File: config.mk
export PLATFORM = sky130hd
export DESIGN_NAME = ifetch_unit
export DESIGN_NICKNAME = d
export VERILOG_FILES = /design/src/rtl/ifetch_unit.sv
export SDC_FILE = /design/constraint.sdc
export NUM_CORES = 1
export LEC_CHECK = 0
export ABC_AREA = 0
export CORE_MARGIN = 5
export CORE_UTILIZATION = 56
export CTS_CLUSTER_SIZE = 10
export DETAILED_ROUTE_END_ITERATION = 10
export GPL_TIMING_DRIVEN = 0
export PLACE_DENSITY = 0.92
export RECOVER_POWER = 100
export SLEW_MARGIN = 15
export SYNTH_ARGS = -nofsm -noshare
export SYNTH_HDL_FRONTEND = slang
export SYNTH_SLANG_ARGS = --single-unit
File: constraint.sdc
create_clock -name clk -period 5.7 [get_ports clk]
set_input_delay 0.57 -clock clk [delete_from_list [all_inputs] [get_ports clk]]
set_output_delay 0.57 -clock clk [all_outputs]
set_load 0.03 [all_outputs]
File: src/rtl/ifetch_unit.sv
// Instruction fetch stage: two tagged word buffers (current, next-sequential) in front of a
// variable-latency instruction memory, with optional sequential prefetch of the following word.
module ifetch_unit #(
  parameter bit          PREFETCH_EN = 1'b1,
  parameter logic [31:0] RESET_INSTR = 32'h0000_0000
) (
  input  logic        clk,
  input  logic        reset,
  input  logic [31:0] pc,
  input  logic        flush,
  output logic [31:0] instr,
  output logic        instr_valid,
  output logic        stall,
  output logic        mem_req,
  output logic [31:0] mem_addr,
  input  logic        mem_ready,
  input  logic [31:0] mem_rdata
);

  typedef enum logic [1:0] {
    IDLE,
    FETCH,
    PREFETCH
  } state_t;

  state_t      state;
  logic        cur_v;
  logic        next_v;
  logic [29:0] cur_tag;
  logic [29:0] next_tag;
  logic [31:0] cur_data;
  logic [31:0] next_data;

  logic [29:0] pc_tag;
  logic [29:0] seq_tag;
  logic        hit_cur;
  logic        hit_nxt;
  logic        hit;
  logic        promote;
  logic        need_pf;
  logic        done;
  logic        fetch_wr;
  logic        pf_wr;
  logic        unused_pc_bits;

  assign pc_tag         = pc[31:2];
  assign unused_pc_bits = ^pc[1:0];

  assign hit_cur = cur_v && (cur_tag == pc_tag);
  assign hit_nxt = next_v && (next_tag == pc_tag);
  assign hit     = hit_cur || hit_nxt;
  assign promote = hit_nxt && !hit_cur;

  // After any hit the current buffer holds pc, so the sequential successor is pc+1 (word tag).
  assign seq_tag = pc_tag + 30'd1;
  assign need_pf = PREFETCH_EN && !(next_v && !promote && (next_tag == seq_tag));

  assign done     = mem_req && mem_ready;
  assign fetch_wr = (state == FETCH) && done && (mem_addr[31:2] == pc_tag) && !flush;
  assign pf_wr    = (state == PREFETCH) && done && !flush;

  always_comb begin
    instr = RESET_INSTR;
    if (hit_cur) begin
      instr = cur_data;
    end else if (hit_nxt) begin
      instr = next_data;
    end
  end

  assign instr_valid = hit;
  assign stall       = !hit;

  always_ff @(posedge clk or posedge reset) begin
    if (reset) begin
      state     <= IDLE;
      cur_v     <= 1'b0;
      next_v    <= 1'b0;
      cur_tag   <= '0;
      next_tag  <= '0;
      cur_data  <= '0;
      next_data <= '0;
      mem_req   <= 1'b0;
      mem_addr  <= '0;
    end else begin
      if (flush) begin
        cur_v  <= 1'b0;
        next_v <= 1'b0;
      end else begin
        if (fetch_wr) begin
          cur_tag  <= mem_addr[31:2];
          cur_data <= mem_rdata;
          cur_v    <= 1'b1;
        end else if (promote) begin
          cur_tag  <= next_tag;
          cur_data <= next_data;
          cur_v    <= 1'b1;
          next_v   <= 1'b0;
        end
        // Placed after promotion so a completing prefetch overrides the next_v clear.
        if (pf_wr) begin
          next_tag  <= mem_addr[31:2];
          next_data <= mem_rdata;
          next_v    <= 1'b1;
        end
      end

      case (state)
        IDLE: begin
          if (!flush) begin
            if (!hit) begin
              mem_req  <= 1'b1;
              mem_addr <= {pc_tag, 2'b00};
              state    <= FETCH;
            end else if (need_pf) begin
              mem_req  <= 1'b1;
              mem_addr <= {seq_tag, 2'b00};
              state    <= PREFETCH;
            end
          end
        end
        FETCH, PREFETCH: begin
          if (mem_ready) begin
            mem_req <= 1'b0;
            state   <= IDLE;
          end
        end
        default: begin
          mem_req <= 1'b0;
          state   <= IDLE;
        end
      endcase
    end
  end

endmodule

==> results.cfg, run 1 <==
[outcome]
outcome = finished, violations left
violations = max-capacitance violations, max-slew violations

[worst_hold_path]
hold_depth = 2
hold_class = flop to flop

[floorplanning]
pin_count = 135
die_h_um = 142
rows = 48
die_x_um = 142
die-area_mm2 = 0.0202
fp.coreArea_mm2 = 0.0172
initial_utilization_pct = 56.9

[timing]
min_period_over_period_pct = 96.5
timing.fmax_mhz = 182
rsz0062_at_grt = no
setup_ws_ps = 199
skew_ps = 9.98
hold_violations = 0
period_minus_slack_ps = 5500
setup_tns_ps = 0
relSlewSlack_pct = -94.9
worst_hold_slack_ps = 485
slew_violations = 64
setup_viol = 0
worst_slew_pin_slew_ps = 2910

[finish]
nets = 1201
layout.cells.non_filler = 1367
regArea_mm2 = 0.00398
diodes = 0
finalInstanceArea_mm2 = 0.0116
syn_to_final_growth_pct = 18.5
multi_input_area_mm2 = 0.00517
drive_gt1_share_pct = 10.9
n_fill_cell = 1296

[clocking]
numCtsBuffers = 17
cts.repair.resized = 0
cts_tree = yes
clock-sinks = 159
cts_setup_buffers = 0
hold_buffers = 0
clk_pin_slew_worst_paths_ps = 70
h-tree-depth = 4
clockBufferDepth = 2
ctsRootBufferMaster = clkbuf_16
clkLatencyLatePin_ps = 440

[global_route]
track_usage_pct = 29.5
grt_max_degree = 97
antenna_found_initial = 0
grt_pass1_vias = 8553
grt_overflow_total = 0
grt_pass1_wl_um = 46800

[detailed_routing]
finalWirelength_um = 29700
top_layer = met4
routed_via_density = 6.16
route.met3.wl_um = 2600
drt-pass1-iter-count = 5
wire_per_inst_um = 21.7
ant_nets = 0
drc = 0
detail_route.iter0.violations = 914
vias = 8416
drt-met1-wl_um = 12100
wl_met2_um = 14200

[yosys]
yosys.area.top_type = dfrtp_1
yosysSeqAreaShare_pct = 40.6
synth_edf_count = 0
yosys-top-cells-area = dfrtp_1 41%, mux2_2 7.1%, xnor2_1 7.0%
yosysWarnings = 0
netlist_area_mm2 = 0.00980
synthCells = 1003
synth_cell_type_count = 59
synth.avg_cell_area_um2 = 9.77
synthArstFlopShare_pct = 100
ys_seq_elements = 159
synth_top_cell_area_share_pct = 40.6
ys.flop_type = dfrtp_1

[power]
vdd_ir_drop_max_v = 0.000219
power.leakage_nw = 5.20
power.density_mw_per_mm2 = 307

[worst_setup_path]
cp.arrival_ps = 4930
path_class = input port to primary output
crit_fanout = 10
setup.worst_path.start_class = input port
rr_worst_depth = 9
cp.required_ps = 5130
end_kind = primary output

[placed_design]
port_buffers = 105
dpl.cell_count = 1335
placed_cell_area_mm2 = 0.0112
gp_congestion = 1.03
hpwlAfterDp_um = 21700
place_ws_ps = 580

[flow_run]
cap_violations = 1
[cells in the mapped netlist (all sizes together), types with 2 or more instances]
| library cell | instances |
|---|---|
| a21o | 3 |
| a21oi | 8 |
| a31oi | 2 |
| and2 | 5 |
| and3 | 4 |
| and4 | 3 |
| buf | 31 |
| clkbuf | 51 |
| dfrtp | 159 |
| ha | 4 |
| inv | 45 |
| mux2 | 91 |
| mux2i | 64 |
| nand2 | 99 |
| nand2b | 5 |
| nand3 | 44 |
| nand3b | 3 |
| nand4 | 33 |
| nand4b | 3 |
| nand4bb | 2 |
| nor2 | 26 |
| nor2b | 4 |
| nor3 | 17 |
| nor3b | 3 |
| nor4 | 20 |
| nor4b | 3 |
| nor4bb | 3 |
| o2111ai | 2 |
| o211ai | 2 |
| o21ai | 102 |
| o41ai | 3 |
| or2 | 3 |
| or3 | 3 |
| or4 | 9 |
| xnor2 | 78 |
| xor2 | 54 |
[cells in the final DEF, fill, tap and decap left out, types with 6 or more instances in the layout]
master | Yosys | final
a21oi_1 | 8 | 8
buf_2 | 11 | 11
buf_4 | 8 | 8
clkbuf_1 | 51 | 58
clkbuf_16 | 0 | 17
clkdlybuf4s50_1 | 0 | 40
dfrtp_1 | 159 | 159
dlygate4sd3_1 | 0 | 65
inv_1 | 45 | 44
inv_8 | 0 | 6
mux2_1 | 0 | 28
mux2_2 | 62 | 60
mux2i_1 | 64 | 64
nand2_1 | 99 | 99
nand3_1 | 43 | 43
nand4_1 | 32 | 32
nor2_1 | 26 | 26
nor3_1 | 17 | 17
nor4_1 | 18 | 19
o21ai_0 | 102 | 102
or4_1 | 8 | 8
xnor2_1 | 78 | 78
xor2_1 | 54 | 54
[stage by stage]
step	power, mW	util, %
after floorplan	2.10	-
after global placement	2.53	64.6
after detailed placement	2.56	64.8
after CTS	3.69	68.3
after global routing	3.68	67.4
final	3.56	67.4
[layout make-up]
class	instances	area share, %
inverter	45	1.46
tap	225	2.42
timing repair buffer	106	9.28
sequential	159	34.2
clock buffer	17	3.66
multi-input combinational	718	44.5
clock inverter	15	1.43
buffer	82	3.03
[per-layer routing]
| metal | global-route usage, % | vias to the layer above |
|---|---|---|
| li1 | - | 3743 |
| met1 | 39.2 | 4138 |
| met2 | 48.6 | 466 |
| met3 | 6.08 | 69 |
| met4 | 9.85 | 0 |
| met5 | 0 | - |
[cell families after synthesis]
| family | after synthesis | synth area share (%) |
|---|---|---|
| compound gates | 131 | 7.34 |
| xor+xnor | 133 | 12.0 |
| fa+ha+maj | 4 | 0.511 |
| buf+inv | 127 | 5.54 |
| flops | 159 | 40.6 |
| mux | 155 | 18.1 |
| other cells | 1 | 0.0383 |
| simple gates | 293 | 15.9 |
[flip-flops by register name, summed over array words and instances, names as in the netlist]
name / count
mem_addr: 30
next_data: 32
cur_tag: 30
next_tag: 30
state: 2
cur_data: 32
next_v: 1
cur_v: 1
mem_req: 1
[path summary, 6_finish.rpt]
kind	from	end	slack (ps)
worst max-delay path	pc[9]	instr_valid	200
worst min-delay path	cur_data[3]$_DFFE_PP0P_	cur_data[3]$_DFFE_PP0P_	490
worst max register to register	cur_tag[7]$_DFFE_PP0P_	mem_addr[15]$_DFFE_PP0P_	1310
worst min register to register	cur_data[3]$_DFFE_PP0P_	cur_data[3]$_DFFE_PP0P_	490
max in group asynchronous	reset	cur_tag[15]$_DFFE_PP0P_	2970
min in group asynchronous	reset	cur_data[10]$_DFFE_PP0P_	1400
[power breakdown]
part | total [mW] | switching (mW) | internal, mW
sequential | 1.43 | 0.188 | 1.24
clock | 1.15 | 0.556 | 0.589
combinational | 0.987 | 0.594 | 0.392
total | 3.56 | 1.34 | 2.23
[critical path, cell delays in order]
cell	delay [ps]
dlygate4sd3_1	610
clkbuf_1	280
xnor2_1	490
nand4_1	210
nor4_1	480
nand4_1	390
and2_1	260
clkbuf_1	280
clkbuf_1	420
inv_1	180
dlygate4sd3_1	770
No activity file was read; power rests on OpenSTA's default activity.
==> run 2, diff against run 1 <==
==> constraint.sdc (replaced) <==
create_clock -name clk -period 5.11 [get_ports clk]
set_input_delay 0.511 -clock clk [delete_from_list [all_inputs] [get_ports clk]]
set_output_delay 0.511 -clock clk [all_outputs]
set_load 0.03 [all_outputs]
==> run 2 against run 1 <==
Effect of this change: the run still ends with max-capacitance violations, max-slew violations left; first-iteration DRC count is 5.3% lower; setup slack worse by 160 ps; sequential power is 12% higher; core utilization is 0.12 points higher; clock-buffer cell count stayed put; design area is 0.18% higher; non-clock buffer count stayed put; critical path type unchanged; critical endpoint unchanged; largest power group unchanged; highest routed layer unchanged.
==> results.cfg, run 2 (synthesized netlist as in run 1, its figures left out) <==
[timing]
slew_violations = 64
period_minus_slack_ps = 5070
relSlewSlack_pct = -94.7
min_period_over_period_pct = 99.2
worst_slew_pin_slew_ps = 2900
hold_violations = 0
timing.fmax_mhz = 197
skew_ps = 11.5
rsz0062_at_grt = no
setup_viol = 0

[global_route]
antenna_found_initial = 0
grt_overflow_total = 0
track_usage_pct = 29.5
grt_pass1_wl_um = 46800
grt_max_degree = 97
grt_pass1_vias = 8553

[finish]
nets = 1201
drive_gt1_share_pct = 11.3
layout_common_cells = 159 x dfrtp_1, 102 x o21ai_0, 99 x nand2_1, 77 x xnor2_1, 65 x dlygate4sd3_1
layout.cells.non_filler = 1367
syn_to_final_growth_pct = 18.8
diodes = 0
reg.largest.list = cur_data (32), next_data (32)
finalInstanceArea_mm2 = 0.0116
final_common_cell = dfrtp_1

[flow_run]
cap_violations = 1

[worst_setup_path]
cp.required_ps = 4600
setup.worst_path.start_class = input port
rr_worst_depth = 11
r2r_slack_ps = 1210
crit_path_end = instr_valid
cp.arrival_ps = 4560
crit_start = pc[9]
timing.rr.end = cur_tag[7]$_DFFE_PP0P_
r2r_start = cur_tag[7]$_DFFE_PP0P_
path_class = input port to primary output
end_kind = primary output
crit_fanout = 10

[power]
power.density_mw_per_mm2 = 341
pwr-share-comb_pct = 27.6
power.switching_mw = 1.49
vdd_ir_drop_max_v = 0.000244
clockPowerShare_pct = 32.2
switching_share_pct = 37.5
power.leakage_nw = 5.23
intPower_mw = 2.48
seqPwrFrac_pct = 40.2

[floorplanning]
pin_count = 135
rows = 48
initial_utilization_pct = 56.9
die_h_um = 142
fp.coreArea_mm2 = 0.0172
die-area_mm2 = 0.0202
die_x_um = 142

[detailed_routing]
wire_per_inst_um = 21.6
routed_via_density = 6.09
detail_route.iter0.violations = 866
drc = 0
finalWirelength_um = 29600
ant_nets = 0
vias = 8323
drt-pass1-iter-count = 5

[placed_design]
gp_congestion = 1.03
hpwlAfterDp_um = 21700
port_buffers = 105
dpl.cell_count = 1335
placed_cell_area_mm2 = 0.0112

[outcome]
outcome = finished, violations left
violations = max-capacitance violations, max-slew violations

[clocking]
clockBufferDepth = 2
clock-sinks = 159
ctsRootBufferMaster = clkbuf_16
h-tree-depth = 4
numCtsBuffers = 17
clkLatencyLatePin_ps = 440
cts_tree = yes
clk_pin_slew_worst_paths_ps = 70

[worst_hold_path]
hold_class = flop to flop
hold_depth = 2
run 2: per-layer routing:
metal  wire, um  vias up  share of wire, %  global-route usage (%)
met3       2600       77               8.8                    6.08
met5          0        -                 0                       0
met2      14200      435                48                    48.6
met1      12000     4067                40                    39.2
met4        830        0               2.8                    9.85
li1           -     3744                 -                       -
run 2: final cells by class:
| type | instances | area, um2 |
|---|---|---|
| fill | 1292 | 5600 |
| tap | 225 | 282 |
| clock buffer | 17 | 425 |
| timing repair buffer | 106 | 1080 |
| inverter | 45 | 170 |
| multi-input combinational | 718 | 5180 |
| buffer | 82 | 357 |
| sequential | 159 | 3980 |
| clock inverter | 15 | 166 |
run 2: timing repair:
item,4_1_cts,5_1_grt
hold buffers,0,0
gates resized for setup,0,2
setup buffers,0,0
setup endpoints to repair,0,4
run 2: worst min path at each step:
stage	start	slack (ps)	endpoint
2_1_floorplan	cur_data[0]$_DFFE_PP0P_	450	cur_data[0]$_DFFE_PP0P_
3_3_place_gp	cur_data[21]$_DFFE_PP0P_	460	cur_data[21]$_DFFE_PP0P_
3_5_place_dp	cur_data[0]$_DFFE_PP0P_	470	cur_data[0]$_DFFE_PP0P_
4_1_cts	cur_data[24]$_DFFE_PP0P_	490	cur_data[24]$_DFFE_PP0P_
5_1_grt	cur_data[21]$_DFFE_PP0P_	510	cur_data[21]$_DFFE_PP0P_
6_report	cur_data[21]$_DFFE_PP0P_	480	cur_data[21]$_DFFE_PP0P_
run 2: power by group through the flow:
stage          combinational [mW]  clock (mW)  sequential, mW
2_1_floorplan               0.543           0            1.80
3_3_place_gp                 1.21           0            1.62
3_5_place_dp                 1.23           0            1.62
4_1_cts                      1.23        1.28            1.60
5_1_grt                      1.15        1.34            1.62
6_report                     1.10        1.28            1.60
run 2: stage by stage:
stage                     worst slack [ps]  util, %  total power, mW  hold slack, ps  TNS [ps]
after global routing                  63.4     67.5             4.11             506         0
after detailed placement               108     64.8             2.85             472         0
after global placement               -1820     64.6             2.83             462   -286860
final                                 41.4     67.5             3.97             485         0
after floorplan                        307        -             2.34             450         0
after CTS                             50.6     68.3             4.12             490         0
run 2: critical path, cell delays in order:
cell and delay [ps]:
clkdlybuf4s50_1 480, clkbuf_2 260, xnor2_2 360, nand4_1 200, nor4_1 470, nand4_1 380
and2_1 250, clkbuf_1 280, clkbuf_1 410, inv_1 170, dlygate4sd3_1 760
